[src/rtl/fft_pkg.sv]
// Shared FFT layer definitions: default widths, complex sample type and
// the rounding / saturation helpers used by every butterfly stage.
package fft_pkg;

   localparam int DATA_W_DEF = 16;
   localparam int TWID_W_DEF = 16;
   localparam int WIDE_W     = 64;

   typedef struct packed {
      logic signed [DATA_W_DEF-1:0] re;
      logic signed [DATA_W_DEF-1:0] im;
   } cplx_t;

   // Round half up, then arithmetic shift right by sh bits.
   function automatic logic signed [WIDE_W-1:0] round_shr(input logic signed [WIDE_W-1:0] v,
                                                          input int sh);
      logic signed [WIDE_W-1:0] bias;
      if (sh <= 0) return v;
      bias = 64'sd1 <<< (sh - 1);
      return (v + bias) >>> sh;
   endfunction

   // Clamp to the signed range of a w-bit two's complement number.
   function automatic logic signed [WIDE_W-1:0] saturate(input logic signed [WIDE_W-1:0] v,
                                                         input int w);
      logic signed [WIDE_W-1:0] hi;
      logic signed [WIDE_W-1:0] lo;
      hi = (64'sd1 <<< (w - 1)) - 64'sd1;
      lo = -(64'sd1 <<< (w - 1));
      if (v > hi) return hi;
      if (v < lo) return lo;
      return v;
   endfunction

endpackage

[src/rtl/fft_cmult.sv]
// Registered complex multiply P = B*W with rounding back to DATA_W+1 bits.
// Also carries A, the write addresses and the valid/last tags alongside P.
module fft_cmult
   import fft_pkg::*;
#(
   parameter int DATA_W    = DATA_W_DEF,
   parameter int TWID_W    = TWID_W_DEF,
   parameter int ADDR_SIZE = 5
) (
   input  logic                        i_CLK,
   input  logic                        i_RST,
   input  logic                        i_valid,
   input  logic                        i_last,
   input  logic        [ADDR_SIZE-1:0] i_addr_A,
   input  logic        [ADDR_SIZE-1:0] i_addr_B,
   input  logic signed [DATA_W-1:0]    i_a_re,
   input  logic signed [DATA_W-1:0]    i_a_im,
   input  logic signed [DATA_W-1:0]    i_b_re,
   input  logic signed [DATA_W-1:0]    i_b_im,
   input  logic signed [TWID_W-1:0]    i_tw_re,
   input  logic signed [TWID_W-1:0]    i_tw_im,
   output logic                        vld_p1,
   output logic                        last_p1,
   output logic        [ADDR_SIZE-1:0] addr_A_p1,
   output logic        [ADDR_SIZE-1:0] addr_B_p1,
   output logic signed [DATA_W-1:0]    a_re_p1,
   output logic signed [DATA_W-1:0]    a_im_p1,
   output logic signed [DATA_W:0]      p_re_p1,
   output logic signed [DATA_W:0]      p_im_p1
);

   localparam int PW = DATA_W + TWID_W + 1;

   logic signed [PW-1:0] prod_re_p0;
   logic signed [PW-1:0] prod_im_p0;

   // Full-precision cross products; PW bits hold the worst-case sum exactly.
   always_comb begin
      prod_re_p0 = PW'(i_b_re) * PW'(i_tw_re) - PW'(i_b_im) * PW'(i_tw_im);
      prod_im_p0 = PW'(i_b_re) * PW'(i_tw_im) + PW'(i_b_im) * PW'(i_tw_re);
   end

   // ---- stage 1 boundary: control tags (reset so in-flight work is dropped)
   always_ff @(posedge i_CLK) begin
      if (i_RST) begin
         vld_p1  <= 1'b0;
         last_p1 <= 1'b0;
      end else begin
         vld_p1  <= i_valid;
         last_p1 <= i_valid & i_last;
      end
   end

   // Stage 1 datapath: rounded product, operand A and addresses.
   always_ff @(posedge i_CLK) begin
      addr_A_p1 <= i_addr_A;
      addr_B_p1 <= i_addr_B;
      a_re_p1   <= i_a_re;
      a_im_p1   <= i_a_im;
      p_re_p1   <= (DATA_W+1)'(round_shr(WIDE_W'(prod_re_p0), TWID_W - 1));
      p_im_p1   <= (DATA_W+1)'(round_shr(WIDE_W'(prod_im_p0), TWID_W - 1));
   end

endmodule

[src/rtl/fft_butterfly_writer.sv]
// Write-back end of one FFT layer: radix-2 butterfly X = A + B*W, Y = A - B*W
// driven onto the sample memory write ports, with write count and layer-done.
module fft_butterfly_writer
   import fft_pkg::*;
#(
   parameter int DATA_W    = DATA_W_DEF,
   parameter int TWID_W    = TWID_W_DEF,
   parameter int ADDR_SIZE = 5,
   parameter int SCALE     = 1
) (
   input  logic                        i_CLK,
   input  logic                        i_RST,
   input  logic                        i_start,
   input  logic                        i_valid,
   input  logic                        i_last,
   input  logic        [ADDR_SIZE-1:0] i_addr_A,
   input  logic        [ADDR_SIZE-1:0] i_addr_B,
   input  logic signed [DATA_W-1:0]    i_data_A_re,
   input  logic signed [DATA_W-1:0]    i_data_A_im,
   input  logic signed [DATA_W-1:0]    i_data_B_re,
   input  logic signed [DATA_W-1:0]    i_data_B_im,
   input  logic signed [TWID_W-1:0]    i_tw_re,
   input  logic signed [TWID_W-1:0]    i_tw_im,
   output logic                        o_wren,
   output logic        [ADDR_SIZE-1:0] o_wraddr_A,
   output logic        [ADDR_SIZE-1:0] o_wraddr_B,
   output logic signed [DATA_W-1:0]    o_wrdata_A_re,
   output logic signed [DATA_W-1:0]    o_wrdata_A_im,
   output logic signed [DATA_W-1:0]    o_wrdata_B_re,
   output logic signed [DATA_W-1:0]    o_wrdata_B_im,
   output logic        [ADDR_SIZE-1:0] o_wr_count,
   output logic                        o_done
);

   localparam int SW = DATA_W + 2;

   logic                        vld_p1;
   logic                        last_p1;
   logic        [ADDR_SIZE-1:0] addr_A_p1;
   logic        [ADDR_SIZE-1:0] addr_B_p1;
   logic signed [DATA_W-1:0]    a_re_p1;
   logic signed [DATA_W-1:0]    a_im_p1;
   logic signed [DATA_W:0]      p_re_p1;
   logic signed [DATA_W:0]      p_im_p1;

   logic signed [SW-1:0] x_re_p1;
   logic signed [SW-1:0] x_im_p1;
   logic signed [SW-1:0] y_re_p1;
   logic signed [SW-1:0] y_im_p1;

   // Optional halving for per-layer scaling, then clamp to the sample range.
   function automatic logic signed [DATA_W-1:0] scale_sat(input logic signed [SW-1:0] v);
      logic signed [WIDE_W-1:0] t;
      t = WIDE_W'(v);
      if (SCALE != 0) t = round_shr(t, 1);
      t = saturate(t, DATA_W);
      return DATA_W'(t);
   endfunction

   fft_cmult #(
      .DATA_W   (DATA_W),
      .TWID_W   (TWID_W),
      .ADDR_SIZE(ADDR_SIZE)
   ) u_cmult (
      .i_CLK    (i_CLK),
      .i_RST    (i_RST),
      .i_valid  (i_valid),
      .i_last   (i_last),
      .i_addr_A (i_addr_A),
      .i_addr_B (i_addr_B),
      .i_a_re   (i_data_A_re),
      .i_a_im   (i_data_A_im),
      .i_b_re   (i_data_B_re),
      .i_b_im   (i_data_B_im),
      .i_tw_re  (i_tw_re),
      .i_tw_im  (i_tw_im),
      .vld_p1   (vld_p1),
      .last_p1  (last_p1),
      .addr_A_p1(addr_A_p1),
      .addr_B_p1(addr_B_p1),
      .a_re_p1  (a_re_p1),
      .a_im_p1  (a_im_p1),
      .p_re_p1  (p_re_p1),
      .p_im_p1  (p_im_p1)
   );

   // Butterfly add/subtract with two guard bits so nothing wraps before clamping.
   always_comb begin
      x_re_p1 = SW'(a_re_p1) + SW'(p_re_p1);
      x_im_p1 = SW'(a_im_p1) + SW'(p_im_p1);
      y_re_p1 = SW'(a_re_p1) - SW'(p_re_p1);
      y_im_p1 = SW'(a_im_p1) - SW'(p_im_p1);
   end

   // ---- stage 2 boundary: write port registers; data only updates on valid
   always_ff @(posedge i_CLK) begin
      if (i_RST) begin
         o_wren        <= 1'b0;
         o_wraddr_A    <= '0;
         o_wraddr_B    <= '0;
         o_wrdata_A_re <= '0;
         o_wrdata_A_im <= '0;
         o_wrdata_B_re <= '0;
         o_wrdata_B_im <= '0;
      end else begin
         o_wren <= vld_p1;
         if (vld_p1) begin
            o_wraddr_A    <= addr_A_p1;
            o_wraddr_B    <= addr_B_p1;
            o_wrdata_A_re <= scale_sat(x_re_p1);
            o_wrdata_A_im <= scale_sat(x_im_p1);
            o_wrdata_B_re <= scale_sat(y_re_p1);
            o_wrdata_B_im <= scale_sat(y_im_p1);
         end
      end
   end

   // Count writes and flag layer completion in step with the write pulse;
   // a start on the same edge as a write keeps that write in the new count.
   always_ff @(posedge i_CLK) begin
      if (i_RST) begin
         o_wr_count <= '0;
         o_done     <= 1'b0;
      end else if (i_start) begin
         o_wr_count <= vld_p1 ? ADDR_SIZE'(1) : '0;
         o_done     <= 1'b0;
      end else begin
         if (vld_p1) o_wr_count <= o_wr_count + ADDR_SIZE'(1);
         if (vld_p1 && last_p1) o_done <= 1'b1;
      end
   end

endmodule

[config.mk]
export PLATFORM = sky130hd
export DESIGN_NAME = fft_butterfly_writer
export DESIGN_NICKNAME = d
export VERILOG_FILES = /design/src/rtl/fft_pkg.sv /design/src/rtl/fft_cmult.sv /design/src/rtl/fft_butterfly_writer.sv
export SDC_FILE = /design/constraint.sdc
export NUM_CORES = 2
export LEC_CHECK = 0
export CORE_MARGIN = 5
export CORE_UTILIZATION = 25
export CTS_BUF_LIST = sky130_fd_sc_hd__clkbuf_8 sky130_fd_sc_hd__clkbuf_16
export DETAILED_ROUTE_END_ITERATION = 10
export PLACE_DENSITY_LB_ADDON = 0.15
export SETUP_SLACK_MARGIN = 0.02
export SYNTH_ARGS = -nofsm -noshare
export SYNTH_HDL_FRONTEND = slang
export SYNTH_SLANG_ARGS = --single-unit
[constraint.sdc]
create_clock -name i_CLK -period 9.6 [get_ports i_CLK]
set_clock_uncertainty 0.15 [all_clocks]
set_input_delay 1.92 -clock i_CLK [delete_from_list [all_inputs] [get_ports i_CLK]]
set_output_delay 1.92 -clock i_CLK [all_outputs]
set_load 0.02 [all_outputs]
Yosys cells after proc, flatten, opt, wreduce, memory -nomap -nowiden
Cells that the tools add are included.

Add/subtract/negate cells: 13. Order comparisons: 8. Multipliers: 4. Bitwise logic cells: 1. Reductions and logical operators: 3. Multiplexer cells: 55.

Operators with widths (count): $mux 64 (8); $gt 64x16->1 const B (4); $lt 64x16->1 const B (4); $mux 16 (16); $mul 16x16->32 (4); $add 18x2->19 const B (4); $add 32x16->32 const B (2); $add 16x17->18 (2); $sub 16x17->18 (2); $add 32x32->32 (1); $sub 32x32->32 (1); $mux 1 (29); $mux 5 (2); $add 5x1->5 const B (1); $reduce_bool 2->1 (1); $reduce_or 2->1 (1); $and 1x1->1 (1); $logic_and 1x1->1 (1).

Output and inout bits: 81. Bits in registers: 159. Word-level logic and storage cells: 101. Input port bits: 111.

Logic depth before layout (Yosys ltp)
Depth after elaboration: 13. Depth in mapped cells: 28. Mapped depth without buffers: 27.

Modules after synthesis
Synthesis repeated with hierarchy kept, for this count alone.

Cells, all modules: 5050. Area total of the unflattened synthesis: 47279.1 um^2.

Modules (own cells, without submodules): fft_cmult (cells each 4200, times used 1, seq. area each 1561.5 um^2, area each 40407.5 um^2); fft_butterfly_writer (cells each 850, times used 1, seq. area each 1621.6 um^2, area each 6871.6 um^2).

Worst setup path after synthesis
Ideal clock, no wire load.

Path kind: input to register. Start: input port i_data_B_im[15]. End: register u_cmult.p_im_p1[15]. Stages: 24. Arrival time: 9.130 ns. Path slack: 0.248 ns. Library setup time: 0.072 ns. Buffers on the path: 1. Required time: 9.378 ns. Path through: clkbuf_1 -> and2_1 -> fa_1 -> inv_1 -> fa_1 -> fa_1 -> inv_1 -> fa_1 -> fa_1 -> fa_1 -> fa_1 -> inv_1 -> fa_1 -> inv_1 -> ha_1 -> a21o_1 -> a21o_1 -> a21oi_1 -> o21ai_0 -> a22o_1 -> a311oi_1 -> o21ai_0 -> a21oi_1 -> xnor2_1.

Longest elaborated chain between the ends: 3.

Ends and longest elaborated chain: from (decl) (line fft_butterfly_writer.sv:21) `input logic signed [DATA_W-1:0] i_data_B_im,`; $mul 16x16->32 (line fft_cmult.sv:40) `prod_im_p0 = PW'(i_b_re) * PW'(i_tw_im) + PW'(i_b_im) * PW'(i_tw_re);`; $add 32x32->32 (line fft_cmult.sv:40); $add 32x16->32 (line fft_pkg.sv:20) `return (v + bias) >>> sh;`; to (signal assigned) (line fft_cmult.sv:61) `p_im_p1 <= (DATA_W+1)'(round_shr(WIDE_W'(prod_im_p0), TWID_W - 1));`; to (decl) (line fft_cmult.sv:29) `output logic signed [DATA_W:0] p_im_p1`.

No other way between the ends. A chain may end at the register's enable or synchronous reset.

Final worst setup path
Start: input port i_data_B_re[6]. End: register u_cmult.p_re_p1[16].

Longest elaborated chain between the ends: 3.

Ends and longest elaborated chain: from (decl) (line fft_butterfly_writer.sv:20) `input logic signed [DATA_W-1:0] i_data_B_re,`; $mul 16x16->32 (line fft_cmult.sv:39) `prod_re_p0 = PW'(i_b_re) * PW'(i_tw_re) - PW'(i_b_im) * PW'(i_tw_im);`; $sub 32x32->32 (line fft_cmult.sv:39); $add 32x16->32 (line fft_pkg.sv:20); to (signal assigned) (line fft_cmult.sv:60) `p_re_p1 <= (DATA_W+1)'(round_shr(WIDE_W'(prod_re_p0), TWID_W - 1));`; to (decl) (line fft_cmult.sv:28) `output logic signed [DATA_W:0] p_re_p1,`.

No other way between the ends.

==> results by group <==
Run status
  • Status: finished clean

Routing
  • Final WL: ~150,000 um
  • TritonRoute pass-1 iters: 5
  • Antenna viol nets, final: 0
  • Vias per Instance: around 4.1
  • DR WL/cell: 19.0 um
  • Remaining DRCs: 0
  • Total number of vias: about 33,000
  • Drt initial violations: 1,473

Floorplan
  • Initial Util: 25.0%
  • Vert. Die Dim: ~440 um
  • Rows: 159
  • Core area: 187,000 um2
  • Chip width: approximately 440 um
  • Die ar.: 196,000 um2
  • # IOs: roughly 190

Final layout
  • # fillers: around 20,000
  • Fin area: 56,100 um2
  • Nets@finish: 7,086
  • Share of cells above drive strength 1: 9.36%
  • Post-layout util: 30.0%
  • Area growth syn-to-layout: 19.7%

Global routing
  • Met3 Track Usage GR: 2.48%
  • Global routing usage on met2: 26.3%
  • Overall Global Routing Usage: 15.7%
  • First-pass GRT wire length: 232,000 um
  • GRT busiest layer: met2
  • Largest net degree at the start of global routing: 83
  • Met1 Usage GRT: a little over a fifth
  • Initial antenna violation count: 16
  • GR Overflow Total: 0
  • Number of global-route vias before repair: between 30,000 and 40,000

Synthesis
  • Adder-cell share of the synthesized area: approximately 60%
  • Seq cells post-synth: 159
  • Commonest cells post-synth: 1,310 x inv_1, 1,153 x fa_1, 525 x nand2_1
  • Post-synthesis mux area share: less than 1%
  • XOR/XNOR Fraction of Synth Area: 2.54%
  • Unique cell type count in the Yosys netlist: 77
  • Mapped Nets: 6,648
  • Synth area leader: fa_1
  • Simple-gate share of the synthesized area: 14.1%
  • Post-synth EDFFs: 0
  • Synth Instances: 4,989
  • Asr flop ratio synth: 0%
  • Sequential area share after synthesis: 6.79%
  • Area contributors post-synth: fa_1 49%, ha_1 11%, inv_1 10%
  • Mean Syn Cell Area: 9.40 um2
  • Synthesized area: about 47,000 um2
  • Share of the synthesized area in the top cell type: 49.2%
  • Compound-Gate Fraction of Synth Area: under 10%
  • Yosys warns: 0
  • Main combinational cell family by area after synthesis: adder cells
  • Top-count cell post-synth: inv_1
  • Prevailing post-synth register cell: dfxtp_1

Place
  • Cell Area, Placed: 55,400 um2
  • DP HPWL: 135,000 um
  • Placer Congestion: 0.860
  • IO buf count: 191

CTS
  • H-tree depth: 4
  • CTS tree: built
  • Clk_lat worst skew: between 0.4 and 0.5 ns
  • Inserted Clock Buffers: 17
  • Clk sink count: around 160
  • CTS root buffer: clkbuf_16
  • CTS Buffer Depth: 2
  • Clk slew on worst S/H paths: about 0.070 ns
  • Hold Buf Count CTS: 0

STA
  • Worst hold margin: 0.319 ns
  • Worst Tran Pin Value: 1.16 ns
  • Slew margin rel.: 22.1%
  • Max Clock Freq: between 0.1 and 0.15 GHz
  • RSZ-0062 raised after global routing: false
  • Final period util: 96.9%
  • Final Max Tran Viols: 0
  • Final Setup Violations: 0
  • Final Hold Viols: 0
  • Tmin final: between 9 and 10 ns

Critical path
  • Critical R2R Launch: u_cmult.a_im_p1[1]
  • CP startpoint kind: input port
  • Worst R2R End: o_wrdata_B_im[5]
  • Setup slack, reg-to-reg: 5.31 ns
  • WP data required: a little under 10 ns
  • WS Path Type: input port to register
  • Register-to-Register Path Depth: 15
  • Critical path capture point type: register
  • Arr. time, crit path: 9.57 ns
  • Crit-path max FO: 4

Hold path
  • Min-Delay Path Depth: 2
  • Worst hold endpoint: o_wraddr_A[2]
  • Type of the worst min-delay path: register to register
  • Worst hold start: u_cmult.addr_A_p1[2]

Run
  • Max Cap Viol: 0
per-stage QoR:
stage | cells | setup TNS, ns | setup slack, ns
2_1_floorplan | 4989 | 0 | 0.248
3_3_place_gp | 7901 | -4.92 | -0.397
3_5_place_dp | 7901 | -5.33 | -0.463
4_1_cts | 7933 | 0 | 0.0994
5_1_grt | 7936 | 0 | 0.0198
6_report | 7941 | 0 | 0.300
critical path: stages:
cell and delay [ns]:
clkdlybuf4s50_1 0.46, buf_4 0.18, nand2_1 0.09, fa_1 0.55, inv_1 0.07, fa_1 0.52
fa_1 0.56, inv_1 0.05, fa_1 0.48, inv_1 0.05, fa_1 0.52, fa_1 0.44
fa_1 0.55, inv_1 0.06, fa_1 0.52, inv_1 0.04, ha_1 0.20, nor4_1 0.27
o21ai_1 0.16, a2111oi_2 0.37, buf_4 0.18, o21ai_2 0.09, a221o_1 0.37, a31o_2 0.26
nand2_1 0.08, o21ai_1 0.12, o31ai_2 0.26, xnor2_1 0.14
layout make-up:
type                       instances  area, um2  share of cell area, %
timing repair buffer             634       6310                   11.2
clock inverter                    15        160                  0.285
multi-input combinational       3303      38000                   67.7
clock buffer                      17        425                  0.758
inverter                        1312       4920                   8.78
sequential                       159       3190                   5.68
antenna                            6       15.0                 0.0268
tap                             2495       3120                   5.56
cell families (layout without fill, tap and decap cells):
family | count (synthesis) | in the layout
other | 0 | 6
AOI/OAI and AO/OA | 277 | 277
and+or+nand+nor | 1330 | 1330
adders and majority gates | 1548 | 1548
xor gates and xnor gates | 136 | 136
muxes | 12 | 12
DFF | 159 | 159
buffers and inverters | 1527 | 1978
registers in the layout (all words and copies together), names as in the netlist:
| signal | flops |
|---|---|
| u_cmult.p_im_p1 | 17 |
| o_wr_count | 5 |
| o_wrdata_A_re | 16 |
| u_cmult.addr_A_p1 | 5 |
| u_cmult.p_re_p1 | 17 |
| o_done | 1 |
| u_cmult.last_p1 | 1 |
| o_wren | 1 |
| u_cmult.a_im_p1 | 16 |
| o_wrdata_A_im | 16 |
| u_cmult.addr_B_p1 | 5 |
| o_wrdata_B_re | 16 |
| o_wrdata_B_im | 16 |
| u_cmult.a_re_p1 | 16 |
| o_wraddr_A | 5 |
| u_cmult.vld_p1 | 1 |
| o_wraddr_B | 5 |
layout by cell type, fill, tap and decap left out, drive strengths merged, types with 3 or more instances in the layout:
master / Yosys / final
o21bai: 15 / 15
a2111oi: 6 / 6
inv: 1311 / 1318
a21o: 28 / 28
or3: 12 / 12
a31oi: 4 / 4
buf: 5 / 444
a31o: 3 / 3
o211a: 3 / 3
xnor2: 87 / 87
diode: 0 / 6
a311oi: 3 / 3
a211o: 3 / 3
nand3: 16 / 16
o211ai: 5 / 5
a21oi: 62 / 62
o31ai: 4 / 4
clkbuf: 210 / 17
o21ai: 34 / 34
or2: 5 / 5
a211oi: 69 / 69
and3: 8 / 8
nor2: 158 / 158
mux2i: 12 / 12
nor4: 6 / 6
clkdlybuf4s50: 0 / 190
dfxtp: 159 / 159
ha: 395 / 395
and2: 468 / 468
clkinv: 1 / 6
fa: 1153 / 1153
nand2: 525 / 525
nand2b: 47 / 47
o22ai: 6 / 6
nor2b: 44 / 44
xor2: 49 / 49
nand4: 8 / 8
o21a: 12 / 12
nor3: 25 / 25
routing by layer:
layer / vias up / share of wire [%]
met5: - / 0.021
met4: 6 / 1.8
met3: 104 / 4.7
met2: 583 / 48
met1: 16779 / 46
li1: 15309 / -
timing repair:
action                                 in CTS  in global routing
endpoints found under the hold margin       0                  0
gates resized for setup                     0                 14
setup endpoints to repair                   0                 12
buffers inserted                            0                  2
how the worst max path moves through the flow:
stage | from | end | slack, ns | cells past startpoint
floorplan | i_data_B_im[15] | u_cmult.p_im_p1[15] | 0.25 | 24
global placement | i_data_B_re[7] | u_cmult.p_im_p1[8] | -0.40 | 28
detailed placement | i_tw_im[7] | u_cmult.p_im_p1[8] | -0.46 | 28
CTS | i_tw_im[7] | u_cmult.p_im_p1[8] | 0.1 | 28
global route | i_tw_re[5] | u_cmult.p_re_p1[14] | 0.02 | 30
finish | i_data_B_re[6] | u_cmult.p_re_p1[16] | 0.30 | 28
Power is not shown: default switching activity piles up to over one toggle a cycle in this logic, so the estimate is an artifact.
